===== src/rtl/bit_diff_gen.sv =====
// rtl/bit_diff_gen.sv - builds a WIDTH-bit word whose (ones - zeros) equals a signed target
module bit_diff_gen #(
  parameter int WIDTH = 32,
  parameter int DW    = $clog2(2*WIDTH+1)
) (
  input  logic                 clk,
  input  logic                 rst_n,
  input  logic                 in_valid,
  output logic                 in_ready,
  input  logic signed [DW-1:0] diff,
  output logic                 out_valid,
  input  logic                 out_ready,
  output logic [WIDTH-1:0]     data,
  output logic                 err
);

  // Bit counter, ones-count and range-check arithmetic widths.
  // The sum carries two guard bits so WIDTH + diff never truncates.
  localparam int CW = $clog2(WIDTH);
  localparam int OW = $clog2(WIDTH+1);
  localparam int SW = DW + 2;

  localparam logic [CW-1:0]        LAST   = CW'(WIDTH-1);
  localparam logic signed [SW-1:0] W_S    = SW'(WIDTH);
  localparam logic signed [SW-1:0] W2_S   = SW'(2*WIDTH);

  typedef enum logic [1:0] {
    IDLE  = 2'd0,
    BUILD = 2'd1,
    HOLD  = 2'd2
  } state_t;

  state_t           state_r, state_nx;
  logic [CW-1:0]    count_r, count_nx;
  logic [OW-1:0]    ones_r, ones_nx;
  logic [WIDTH-1:0] shift_r, shift_nx;
  logic [WIDTH-1:0] data_nx;
  logic             err_nx;
  logic             out_valid_nx;
  logic             in_ready_nx;

  // Request decode: sign-extend diff, form WIDTH + diff and classify it.
  logic signed [SW-1:0] diff_ext;
  logic signed [SW-1:0] sum;
  logic                 bad;
  logic [OW-1:0]        ones_req;

  assign diff_ext = {{2{diff[DW-1]}}, diff};
  assign sum      = W_S + diff_ext;
  // Negative sum means diff < -WIDTH; sum > 2*WIDTH means diff > WIDTH;
  // an odd sum cannot be split into an integer count of ones.
  assign bad      = sum[SW-1] || (sum > W2_S) || sum[0];
  assign ones_req = sum[OW:1];

  // One step of the serial builder: bit k of the result is (k < ones).
  logic [OW-1:0]    count_ext;
  logic             new_bit;
  logic [WIDTH-1:0] shift_step;

  assign count_ext  = OW'(count_r);
  assign new_bit    = (count_ext < ones_r);
  assign shift_step = {new_bit, shift_r[WIDTH-1:1]};

  // State and datapath registers; reset aborts any word in flight.
  always_ff @(posedge clk or negedge rst_n) begin
    if (!rst_n) begin
      state_r   <= IDLE;
      count_r   <= '0;
      ones_r    <= '0;
      shift_r   <= '0;
      data      <= '0;
      err       <= 1'b0;
      out_valid <= 1'b0;
      in_ready  <= 1'b0;
    end else begin
      state_r   <= state_nx;
      count_r   <= count_nx;
      ones_r    <= ones_nx;
      shift_r   <= shift_nx;
      data      <= data_nx;
      err       <= err_nx;
      out_valid <= out_valid_nx;
      in_ready  <= in_ready_nx;
    end
  end

  // Next-state and next-register values; everything holds unless changed.
  always_comb begin
    state_nx     = state_r;
    count_nx     = count_r;
    ones_nx      = ones_r;
    shift_nx     = shift_r;
    data_nx      = data;
    err_nx       = err;
    out_valid_nx = out_valid;

    case (state_r)
      IDLE: begin
        if (in_valid && in_ready) begin
          if (bad) begin
            // Unrealisable target: report immediately, no build phase.
            data_nx      = '0;
            err_nx       = 1'b1;
            out_valid_nx = 1'b1;
            state_nx     = HOLD;
          end else begin
            ones_nx  = ones_req;
            count_nx = '0;
            shift_nx = '0;
            state_nx = BUILD;
          end
        end
      end

      BUILD: begin
        shift_nx = shift_step;
        if (count_r == LAST) begin
          // Last bit shifted in: publish the completed word.
          data_nx      = shift_step;
          err_nx       = 1'b0;
          out_valid_nx = 1'b1;
          state_nx     = HOLD;
        end else begin
          count_nx = count_r + CW'(1);
        end
      end

      HOLD: begin
        if (out_ready) begin
          out_valid_nx = 1'b0;
          state_nx     = IDLE;
        end
      end

      default: begin
        state_nx = IDLE;
      end
    endcase

    // in_ready is registered and tracks the state we are about to enter.
    in_ready_nx = (state_nx == IDLE);
  end

endmodule

===== config.mk =====
export PLATFORM = sky130hd
export DESIGN_NAME = bit_diff_gen
export DESIGN_NICKNAME = d
export VERILOG_FILES = /design/src/rtl/bit_diff_gen.sv
export SDC_FILE = /design/constraint.sdc
export NUM_CORES = 1
export LEC_CHECK = 0
export CAP_MARGIN = 25
export CORE_ASPECT_RATIO = 1.75
export CORE_MARGIN = 2
export CORE_UTILIZATION = 35
export CTS_CLUSTER_DIAMETER = 60
export DETAILED_ROUTE_END_ITERATION = 16
export GPL_TIMING_DRIVEN = 0
export PLACE_DENSITY = 0.64
export SLEW_MARGIN = 10
export SYNTH_ARGS = -nofsm -noshare
export SYNTH_HDL_FRONTEND = slang
export SYNTH_SLANG_ARGS = --single-unit

===== constraint.sdc =====
create_clock -name clk -period 1.88 [get_ports clk]
set_input_delay 0.282 -clock clk [delete_from_list [all_inputs] [get_ports clk]]
set_output_delay 0.282 -clock clk [all_outputs]
set_load 0.01 [all_outputs]

==> results of run 1 <==
registers in the layout, summed over array words and instances (netlist names):
signal     cells
in_ready       1
count_r        5
data          32
state_r        2
ones_r         6
shift_r       31
out_valid      1
err            1
cells in the mapped netlist, drive strengths merged:
| cell | instances |
|---|---|
| inv | 10 |
| a21oi | 5 |
| nand2b | 3 |
| nand3b | 1 |
| o2bb2ai | 1 |
| nor3b | 1 |
| or3 | 1 |
| nor2b | 2 |
| and2 | 1 |
| nand3 | 2 |
| or2 | 2 |
| a31oi | 2 |
| a311o | 1 |
| o22ai | 4 |
| nor2 | 8 |
| nand2 | 8 |
| o21ai | 11 |
| mux2 | 4 |
| clkbuf | 14 |
| nand4bb | 1 |
| a21o | 1 |
| nor3 | 2 |
| nand4b | 1 |
| o211ai | 2 |
| or4b | 1 |
| a41oi | 1 |
| buf | 3 |
| nor4 | 1 |
| or3b | 1 |
| ha | 9 |
| dfrtp | 79 |
| o41a | 1 |
| and3 | 1 |
| a22o | 61 |
area by class of cell:
class	count	area, µm²
fill	834	4770
sequential	79	1980
multi-input combinational	140	1140
timing repair buffer	54	532
clock buffer	11	243
tap	120	150
buffer	16	110
inverter	10	37.5
clock inverter	2	10.0
where the power goes:
group / switching [mW] / internal, mW / total, mW
combinational: 0.728 / 0.596 / 1.32
sequential: 0.219 / 1.95 / 2.17
clock: 0.599 / 0.902 / 1.50
logic make-up after synthesis:
logic type	after synthesis
AOI/OAI and AO/OA	90
buffers and inverters	27
muxes	4
DFF	79
and+or+nand+nor	37
adders and majority gates	9
timing repair:
item                                    CTS  global route
resized for setup                        28             8
pin swaps                                 5             1
hold buffers                              1             0
setup buffers                             6             1
endpoints found under the setup margin   76            24
hold endpoints to repair                 39             0
cloned                                    0             0
worst min-delay path by stage:
stage | start | to | slack, ps
2_1_floorplan | rst_n | count_r[0] | -10
3_3_place_gp | data[19] | data[19] | 490
3_5_place_dp | rst_n | data[15] | 290
4_1_cts | diff[5] | ones_r[4] | 300
5_1_grt | diff[5] | ones_r[4] | 310
6_report | diff[5] | ones_r[4] | 300
layout by cell type (no fill, tap or decap), drive strengths merged, types with 2 or more instances in the layout:
cell type,n
mux2,4
nand2b,3
o22ai,4
ha,9
a31oi,2
o21ai,11
nor3,2
nand3,2
a21oi,5
nor2,8
nand2,8
inv,10
o211ai,2
nor2b,2
a22o,61
dfrtp,79
or2,2
clkdlybuf4s15,4
buf,13
clkbuf,23
clkinv,2
clkdlybuf4s50,39
per-stage QoR:
| step | power (mW) | TNS, ps |
|---|---|---|
| floorplan | 2.97 | -74.3 |
| global placement | 3.34 | -210460 |
| detailed placement | 3.39 | -41140 |
| CTS | 5.01 | 0 |
| global route | 5.32 | 0 |
| finish | 4.99 | 0 |
metal layers:
| metal | vias up | share of wire | wire, µm | GRT usage |
|---|---|---|---|---|
| met5 | - | 0 | 0 | 0 |
| li1 | 1043 | - | - | - |
| met4 | 0 | 0.016 | 107 | 0.0759 |
| met3 | 8 | 0.028 | 193 | 0.0304 |
| met2 | 37 | 0.54 | 3710 | 0.257 |
| met1 | 1136 | 0.42 | 2880 | 0.174 |
==> run summary, run 1 <==
The remaining routing DRC violations was 0. The simple-gate area share of the yosys netlist is 0.0653, and the remaining number of nets flagged by the antenna check after routing is 0. The row count was 46; the combined buffer and inverter count along the critical path was 1.

Placement-stage cell area: 3820 µm². The critical path ends at count_r[2]. Leakage power: 1.94 nW.

Number of design-rule violations left by the first detailed-router iteration: 102. Clock latency on the worst-skew pair, taken at its later pin, is 330 ps. Counting the buffers created by CTS gives 9. The run gives 0.148 as the aggregate global-route resource usage. TritonCTS built the clock tree.

STA classifies the critical path startpoint as a flop. The logs give 4790 µm for the HPWL after detailed placement and 4200 µm² for the post-layout instance area. Across all hold checks on the routed design, the worst slack comes to 301 ps. Traced cell by cell, the critical path runs through ha_1, and3_4, ha_4, or3b_4, buf_8, nor3_2, a31oi_1, o21ai_1. The quantity of I/O buffers inserted on ports was 45; the average routed wire per standard cell was 15.9 µm.

Compared with the post-synthesis result, the final layout area differs by 32.1%. After global routing the overflow that remains totals 0. A synthesized cell averages 12.9 µm². The adder-cell share of the synthesized area was 0.0354; the die boundary height was 130 µm. The share of the core filled with cells in the final layout was 0.468; the buffer depth of the longest clock path was 2.

The critical path crosses 8 cells after its start point. Setup violations remaining at the end of the flow were counted as 0. Summed over all instances, the cell type with the most area after synthesis is sky130_fd_sc_hd__dfrtp_1. Synthesis produced a netlist whose cell count is 246. The setup path with the least slack is of type reg2reg.

After synthesis the cells add up to 3180 µm². The sequential area share after synthesis came out at 0.621. The core region is 8980 µm².

The delay of the slowest critical-path stage is 390 ps, and the complex-gate fraction of the synthesized area is 0.228. The die covers 9900 µm². Final clock period utilization by the worst path: 0.961. The end of the worst register-to-register path is count_r[2]. The run gives 0.354 as the effective utilization at floorplan. In this run the worst setup path begins at count_r[0]. The register bit total from synthesis came out at 79.

The number of antenna diodes was 0. The fraction of synthesized cell area in xor and xnor cells was 0; the post-placement cell count was 412. Yosys attributes the largest share of cell area to sky130_fd_sc_hd__dfrtp_1 (62%), sky130_fd_sc_hd__a22o_1 (17%), sky130_fd_sc_hd__ha_1 (3.5%). The tools report the max-slew violation total from the final report as 0. The wire length of the first global-routing pass is 11,400 µm, and the top cell type's share of synthesized area is 0.621. Across the VDD grid, the largest voltage drop is 0.656 mV. The floorplan die width came out at 76.1 µm. The reg-to-reg startpoint is count_r[0]. Broken down by cell family, the worst path's largest delay share belongs to simple AND/OR/NAND/NOR gates.

The tools report the placer congestion estimate as 0.797. The routed design could run at a clock period as short as 1810 ps. Counting instances, the worst hold path has a depth of 2. Entering global routing, the biggest net connects 41 pins. Across all layers, the routed design uses 2,224 vias. The final layout contains routed wiring with a total length of 6890 µm. The number of nets handed over by synthesis was 266. In the routed layout, each cell is associated on average with a via count of 5.15. The maximum achievable frequency is 0.553 GHz, and the number of antenna violations at the first check in global routing is 0.

The first detailed-routing pass took 4 iterations. The maximum fanout count along the critical path is 10, and the max capacitance violation total is 0. For this design, the slowest cell found on the critical path is sky130_fd_sc_hd__dfrtp_1. Dividing total power by cell area gives a power density of 1190 nW/µm².

Clock-pin slew was measured on the worst setup and hold paths at 50 ps. The finished layout holds 432 standard cells, fillers aside. Clock tree synthesis found a total of 79 sinks. The logs give 2130 ps for the data required time at the worst endpoint and 73.0 ps for the worst path setup slack after routing. The tools report the total number of yosys warnings as 0.

In this run the worst hold path is classified as in2reg. After synthesis, the netlist uses 39 different library cells. Data arrives at the worst endpoint at 2060 ps.

For the worst-case headroom to the max-slew limit, the log shows 0.664. For flop-to-flop paths, the worst setup slack is 70 ps. The tools report the clock tree root buffer cell as sky130_fd_sc_hd__clkbuf_16. Clock skew on the completed layout was measured at 3.46 ps. H-tree depth reported by CTS: 3. The slew at the pin closest to its max-slew limit was 503 ps. In this run the count of I/O pins placed on the die edge is 46. The post-synthesis mux area share came out at 0.0165. Setup repair after global routing left no endpoint under its margin.

The number of nets in the finished design came out at 330. For the via count of the first global-routing pass, the log shows 2,321. The flow ran to the end, and the final reports show no timing, DRC or antenna violations. The critical path capture point type is a flop. Before CTS, the worst setup slack after placement is -695 ps.

Measured in cells, the most critical reg-to-reg path has a length of 8. The ratio of cells with drive above 1 in the final layout was 0.154. By area, the combinational part of the netlist is dominated by compound AO/OA/AOI/OAI gates.

The tools report the number of hold violations in the final report as 0.
Power figures use the tool's default switching activity.
==> run 2: changes to the inputs <==
--- a/config.mk
+++ b/config.mk
@@ -12,7 +12,6 @@
 export CTS_CLUSTER_DIAMETER = 60
 export DETAILED_ROUTE_END_ITERATION = 16
 export GPL_TIMING_DRIVEN = 0
-export PLACE_DENSITY = 0.64
 export SLEW_MARGIN = 10
 export SYNTH_ARGS = -nofsm -noshare
 export SYNTH_HDL_FRONTEND = slang
==> run 2 against run 1 <==
Effect of this change: final area rose by 2.1%; worst setup slack got worse by 42 ps; total power up 8.0%; combinational power is essentially flat; flip-flop and latch count unchanged; critical path depth fell by 1; fmax fell by 2.3%; clock power rose by 27%; global-route usage grew 0.64 points; critical path type unchanged; largest cell class unchanged; highest routed layer unchanged.
==> run summary, run 2 (synthesis gave the netlist of run 1 again) <==
The number of buffers created by CTS is 9, and the overall power consumption is 5.39 mW. After detailed placement, the total cell area comes to 3820 µm². After detailed routing, the total wire length is 7190 µm.

Maximum achievable frequency: 0.541 GHz. Counting every sink on the clock net gives 79. At the end of routability-driven placement, the weighted congestion stood at 0.775.

After layout, the worst setup slack is 31.4 ps. The slew at the pin closest to its max-slew limit was 413 ps. The register with the highest flop count was data. The instance count along the most critical hold path was 2; the data arrival time at the worst-slack endpoint was 2060 ps.

The H-tree was split into 3 levels. The register with the most flip-flops in the layout has 32 of them. The detail route stage leaves a number of antenna-violating nets equal to 0.

The tool flagged a number of max-cap violations equal to 0. The number of vias per cell is 5.16, and the worst slack on hold paths is 285 ps. The floorplan die width works out to 76.1 µm.

Dividing total power by cell area gives a power density of 1260 nW/µm². The worst-skew pair later-pin latency was 340 ps; the area growth from synthesis to layout was 34.9%. The library cells used most frequently in the layout, excluding fill and tap cells, are sky130_fd_sc_hd__dfrtp_1 (79), sky130_fd_sc_hd__a22o_1 (61), sky130_fd_sc_hd__clkdlybuf4s50_1 (39). TritonCTS built the clock tree. The run gives 169 as the number of design-rule violations left by the first detailed-router iteration. The worst setup path is captured at a flop. The run gives 1160 µm² as the area of the multi-input gates. In this run the deepest clock path goes through 2 buffers.

The analysis attributes to cell leakage a power of 1.97 nW. Critical path class: reg2reg. The number of fillers in the final layout is 833. The maximum number of pins on one net before global-route repair was 59. The clock tree root buffer cell is sky130_fd_sc_hd__clkbuf_16. During placement, the flow inserted port buffers numbering 45.

The row count was 46; the post-placement cell count was 412. The clock transition at the registers of the reported paths was 60 ps; the effective utilization at floorplan was 0.354. At the placement stage, the worst setup path has a slack of -704 ps. Average routed wire per standard cell: 16.5 µm. The number of antenna violations at the first check in global routing is 0, and the HPWL after detailed placement is 4840 µm. The tightest min-delay check is of the in2reg type. The number of cells on the worst reg-to-reg path is 7. The ratio of cells with drive above 1 in the final layout came out at 0.175. In the final design database the tool counted 330 nets. The setup skew after layout is 9.01 ps, and the post-layout instance area is 4290 µm².

The repair_antennas step left the layout with diodes totalling 0. The run gives 2090 ps as the data required time at the worst endpoint. The maximum fanout count along the critical path was 10; the worst voltage drop across the vdd grid was 0.624 mV. The tools report the max-slew violation total from the final report as 0. The via count of the first global-routing pass came out at 2,378.

The tools report the overall die area as 9900 µm². The routed layout has 2,245 vias. Final critical path time including I/O delays and setup: 1850 ps. Across the whole layout, storage elements account for 1980 µm².

Global routing finished with a remaining overflow of 0. The finished layout holds 435 standard cells, fillers aside. The final clock period utilization by the worst path works out to 0.983. The tools report the core area as 8980 µm². The most common library cell in the layout ignoring fill and taps is sky130_fd_sc_hd__dfrtp_1. The logs give 11,900 µm for the wire length of the first global-routing pass and 0 for the number of hold violations in the final report. The run gives 4 as the first-pass detailed-route iteration total.

The largest registers in the layout are data x32, shift_r x31, ones_r x6. The tools report the remaining routing DRC violations as 0. The die boundary height works out to 130 µm. The flow ran to the end, and the final reports show no timing, DRC or antenna violations.

46 I/O pins were placed. For the aggregate global-route resource usage, the log shows 0.154. Setup violations remaining at the end of the flow were counted as 0. The worst setup path is launched from a flop. The worst-case headroom to the max-slew limit is 0.725.
[run 2: worst paths after layout]
path	slack (ps)	to	from
max	30	count_r[0]	count_r[0]
min	280	ones_r[4]	diff[5]
max reg2reg	30	count_r[0]	count_r[0]
min reg2reg	500	data[26]	data[26]
max in group asynchronous	930	ones_r[1]	rst_n
min in group asynchronous	370	data[19]	rst_n
[run 2: layout make-up]
class | instances | area share
plain buffers | 16 | 0.0236
multi-input cells | 141 | 0.271
well taps | 120 | 0.0350
inverters | 10 | 0.00875
clock inverters | 7 | 0.0242
clock buffers | 9 | 0.0525
repair buffers | 53 | 0.124
flip-flops and latches | 79 | 0.461
[run 2: where the power goes]
part / leakage (nW) / internal (mW) / switching, mW / total [mW]
clock network: 0.154 / 1.18 / 0.726 / 1.90
logic: 0.743 / 0.582 / 0.735 / 1.32
registers: 1.07 / 1.95 / 0.223 / 2.17
[run 2: worst max-delay path, cell delays in order, from the launching register on]
cell	delay [ps]
sky130_fd_sc_hd__dfrtp_1	390
sky130_fd_sc_hd__ha_2	190
sky130_fd_sc_hd__and3_1	200
sky130_fd_sc_hd__ha_4	170
sky130_fd_sc_hd__or3b_4	370
sky130_fd_sc_hd__clkbuf_8	170
sky130_fd_sc_hd__o211ai_1	90
sky130_fd_sc_hd__o21ai_0	120
[run 2: timing repair]
| item | 4_1_cts | 5_1_grt |
|---|---|---|
| hold endpoints to repair | 21 | 0 |
| cloned | 1 | 0 |
| endpoints found under the setup margin | 74 | 33 |
| hold buffers | 1 | 0 |
| pin swaps | 5 | 2 |
| buffers inserted | 5 | 1 |
| resized for setup | 26 | 13 |
[run 2: metal layers]
| metal | part of all wire | global-route usage | vias to the layer above |
|---|---|---|---|
| met5 | 0 | 0 | - |
| met1 | 0.42 | 0.179 | 1126 |
| met2 | 0.52 | 0.266 | 39 |
| li1 | - | - | 1069 |
| met4 | 0.022 | 0.0770 | 0 |
| met3 | 0.036 | 0.0401 | 11 |
[run 2: metrics by stage]
step,utilization,setup TNS [ps]
2_1_floorplan,-,-74.3
3_3_place_gp,0.423,-214830
3_5_place_dp,0.426,-41020
4_1_cts,0.474,0
5_1_grt,0.478,-15.4
6_report,0.478,0
==> run 3: changes to the inputs <==
--- a/config.mk
+++ b/config.mk
@@ -9,6 +9,7 @@
 export CORE_ASPECT_RATIO = 1.75
 export CORE_MARGIN = 2
 export CORE_UTILIZATION = 35
+export CTS_BUF_LIST = sky130_fd_sc_hd__clkbuf_8
 export CTS_CLUSTER_DIAMETER = 60
 export DETAILED_ROUTE_END_ITERATION = 16
 export GPL_TIMING_DRIVEN = 0
==> run 3 against run 2 <==
Effect of this change: combinational power hardly changed; register-to-register slack better by 30 ps; via count is 0.85% lower; worst setup slack worse by 2.8 ps; final cell count is 0.23% higher; sequential share of layout area is 1.1 points higher.
==> run summary, run 3 (synthesis gave the netlist of run 1 again) <==
The run finished with clean final reports. The area growth from synthesis to layout is 31.9%. The via count of the first global-routing pass was 2,339; the worst-skew pair later-pin latency was 370 ps. Pin placement for this block handled 46 I/O pins. The worst hold path class is in2reg. The wire length of the first global-routing pass is 11,900 µm. The max-slew violation total from the final report is 0, and the share of power burned in the clock network is 0.291. The run gives 0.717 as the worst-case headroom to the max-slew limit.

The startpoint of the worst hold path was diff[6]. The type of origin of the critical path is an input pin. The slew at the pin closest to its max-slew limit came out at 425 ps. The number of placed instances, taps included, is 412. For the maximum number of pins on one net before global-route repair, the log shows 59. The detailed router finished its first iteration with 153 violations. The tools report the number of hold violations in the final report as 0.

Dividing the detail-routed wire length by the instance count gives 16.3 µm. The critical path is of the in2reg type. Setup violations remaining at the end of the flow were counted as 0. Worst voltage drop across the vdd grid: 0.536 mV. Power share of the sequential group: 0.441. Timing would allow up to 0.540 GHz.

The tool flagged a number of max-cap violations equal to 0. The final critical path time including I/O delays and setup works out to 1850 ps. For this run, design rule violations remaining after detail routing come to 0. Setup repair after global routing left no endpoint under its margin.

The final layout contains 331 nets. Dividing the detail-routed via count by the number of cells gives 5.11. The clock transition at the registers of the reported paths is 80 ps. The tools report the clock tree root buffer cell as sky130_fd_sc_hd__clkbuf_8. The largest registers in the layout are data x32, shift_r x31, ones_r x6.

The number of antenna violations at the first check in global routing was 0; the effective utilization at floorplan was 0.354. The quantity of I/O buffers inserted on ports is 45, and the flip-flop count of the largest register, all copies and words added is 32. From bottom edge to top edge, the die measures 130 µm. The ratio of cells with drive above 1 in the final layout works out to 0.168. Clock tree synthesis inserted a total of 9 buffers. Cell internal power was estimated by the tool at 3.28 mW. The placer congestion estimate was 0.775. The leakage power came out at 1.93 nW. The tools report the number of antenna diodes as 0.

Leaving out fill and tap cells, the most frequent cells in the layout are sky130_fd_sc_hd__dfrtp_1 (79), sky130_fd_sc_hd__a22o_1 (61), sky130_fd_sc_hd__clkdlybuf4s50_1 (39). The detail route stage leaves a number of antenna-violating nets equal to 0. The pre-antenna-repair detailed-routing pass consisted of 4 iterations. The critical path starts at diff[2]. Leaving out fill and tap cells, the most frequent cell in the layout is sky130_fd_sc_hd__dfrtp_1.

The power per unit of standard cell area is 1170 nW/µm². The overall die area was 9900 µm²; the pre-CTS setup slack was -704 ps. The register with the highest flop count was data. The total overflow left after global routing is 0. The core region is 8980 µm².

The tools report the buffer depth of the longest clock path as 2. The reg-to-reg startpoint is count_r[0]. The critical path capture point type was a flop. Detailed placement ended at an HPWL of 4840 µm. Between clock sinks in the finished design, the worst skew comes to 13.9 ps. Hold is met by 298 ps. The final clock period utilization by the worst path came out at 0.985. Across all setup checks in the final design, the least slack found is 28.6 ps. Total number of vias: 2,226. For the reported net switching power, the log shows 1.62 mW. Aggregate global-route resource usage: 0.154.

The tools report the row count as 46. Maximum fanout count along the critical path: 4. The combinational power share came out at 0.268. TritonCTS built the clock tree. Summing internal, switching and leakage power gives 4.90 mW. The H-tree generated during clock tree synthesis spans 3 levels.

Data arrives at the worst endpoint at 2100 ps. The TritonCTS sink count was 79; the switching share of power was 0.330. Once layout is complete, the cells apart from fillers number 436. In this run the horizontal extent of the chip is 76.1 µm. At the worst endpoint, the required time is 2130 ps.

Wires add up to 7120 µm.
[run 3: cell count changes in the layout (fill, tap and decap cells not counted)]
cell,previous run,this run
sky130_fd_sc_hd__buf_6,1,0
sky130_fd_sc_hd__clkbuf_2,4,3
sky130_fd_sc_hd__buf_2,0,1
sky130_fd_sc_hd__clkdlybuf4s15_1,3,1
sky130_fd_sc_hd__clkbuf_8,1,12
sky130_fd_sc_hd__clkbuf_1,5,6
sky130_fd_sc_hd__ha_1,6,7
sky130_fd_sc_hd__clkbuf_16,9,0
sky130_fd_sc_hd__dlygate4sd2_1,0,3
sky130_fd_sc_hd__buf_4,12,11
sky130_fd_sc_hd__ha_2,2,1
sky130_fd_sc_hd__clkdlybuf4s15_2,1,0
[run 3: layout make-up]
type | count | area [µm²]
Fill cell | 842 | 4780
Clock inverter | 7 | 104
Tap cell | 120 | 150
Timing Repair Buffer | 54 | 537
Inverter | 10 | 37.5
Clock buffer | 9 | 124
Buffer | 16 | 106
Sequential cell | 79 | 1980
Multi-Input combinational cell | 141 | 1160
[run 3: stage by stage]
stage,util,area [µm²],setup TNS (ps)
finish,0.467,4200,0
global route,0.467,4200,0
CTS,0.463,4150,0
detailed placement,0.426,3820,-41020
global placement,0.423,3800,-214830
floorplan,-,3200,-74.3
[run 3: worst max-delay path: stages]
cell and delay [ps]:
sky130_fd_sc_hd__dlygate4sd2_1 240, sky130_fd_sc_hd__or4b_4 550, sky130_fd_sc_hd__o41a_4 420, sky130_fd_sc_hd__or2_4 300, sky130_fd_sc_hd__mux2_4 300
[run 3: power groups by stage]
stage                     Sequential (mW)  Combinational [mW]  Clock [mW]
final                                2.16                1.32        1.43
after CTS                            2.16                1.30        1.47
after global placement               2.19                1.16           0
after floorplan                      2.14               0.834           0
after detailed placement             2.20                1.20           0
after global routing                 2.20                1.47        1.54
[run 3: layer usage]
metal  up-vias  track usage  wire length, µm
met5         -            0                0
met4         0       0.0834              157
met3        11       0.0311              236
met2        42        0.267             3730
met1      1106        0.181             2990
li1       1067            -                -
[run 3: worst paths after layout]
check                      slack, ps    endpoint  depth (start not counted)
max in group asynchronous        960   ones_r[1]                          3
max reg2reg                       60  count_r[0]                          7
min                              300   ones_r[5]                          3
max                               30   ones_r[0]                          5
min in group asynchronous        340    data[23]                          2
min reg2reg                      500    data[27]                          1
[run 3: what timing repair did]
item | 4_1_cts | 5_1_grt
endpoints found under the setup margin | 74 | 58
pin swaps | 4 | 2
gates cloned | 1 | 0
buffers inserted | 5 | 2
hold buffers | 1 | 0
gates resized for setup | 20 | 12
hold endpoints to repair | 21 | 0
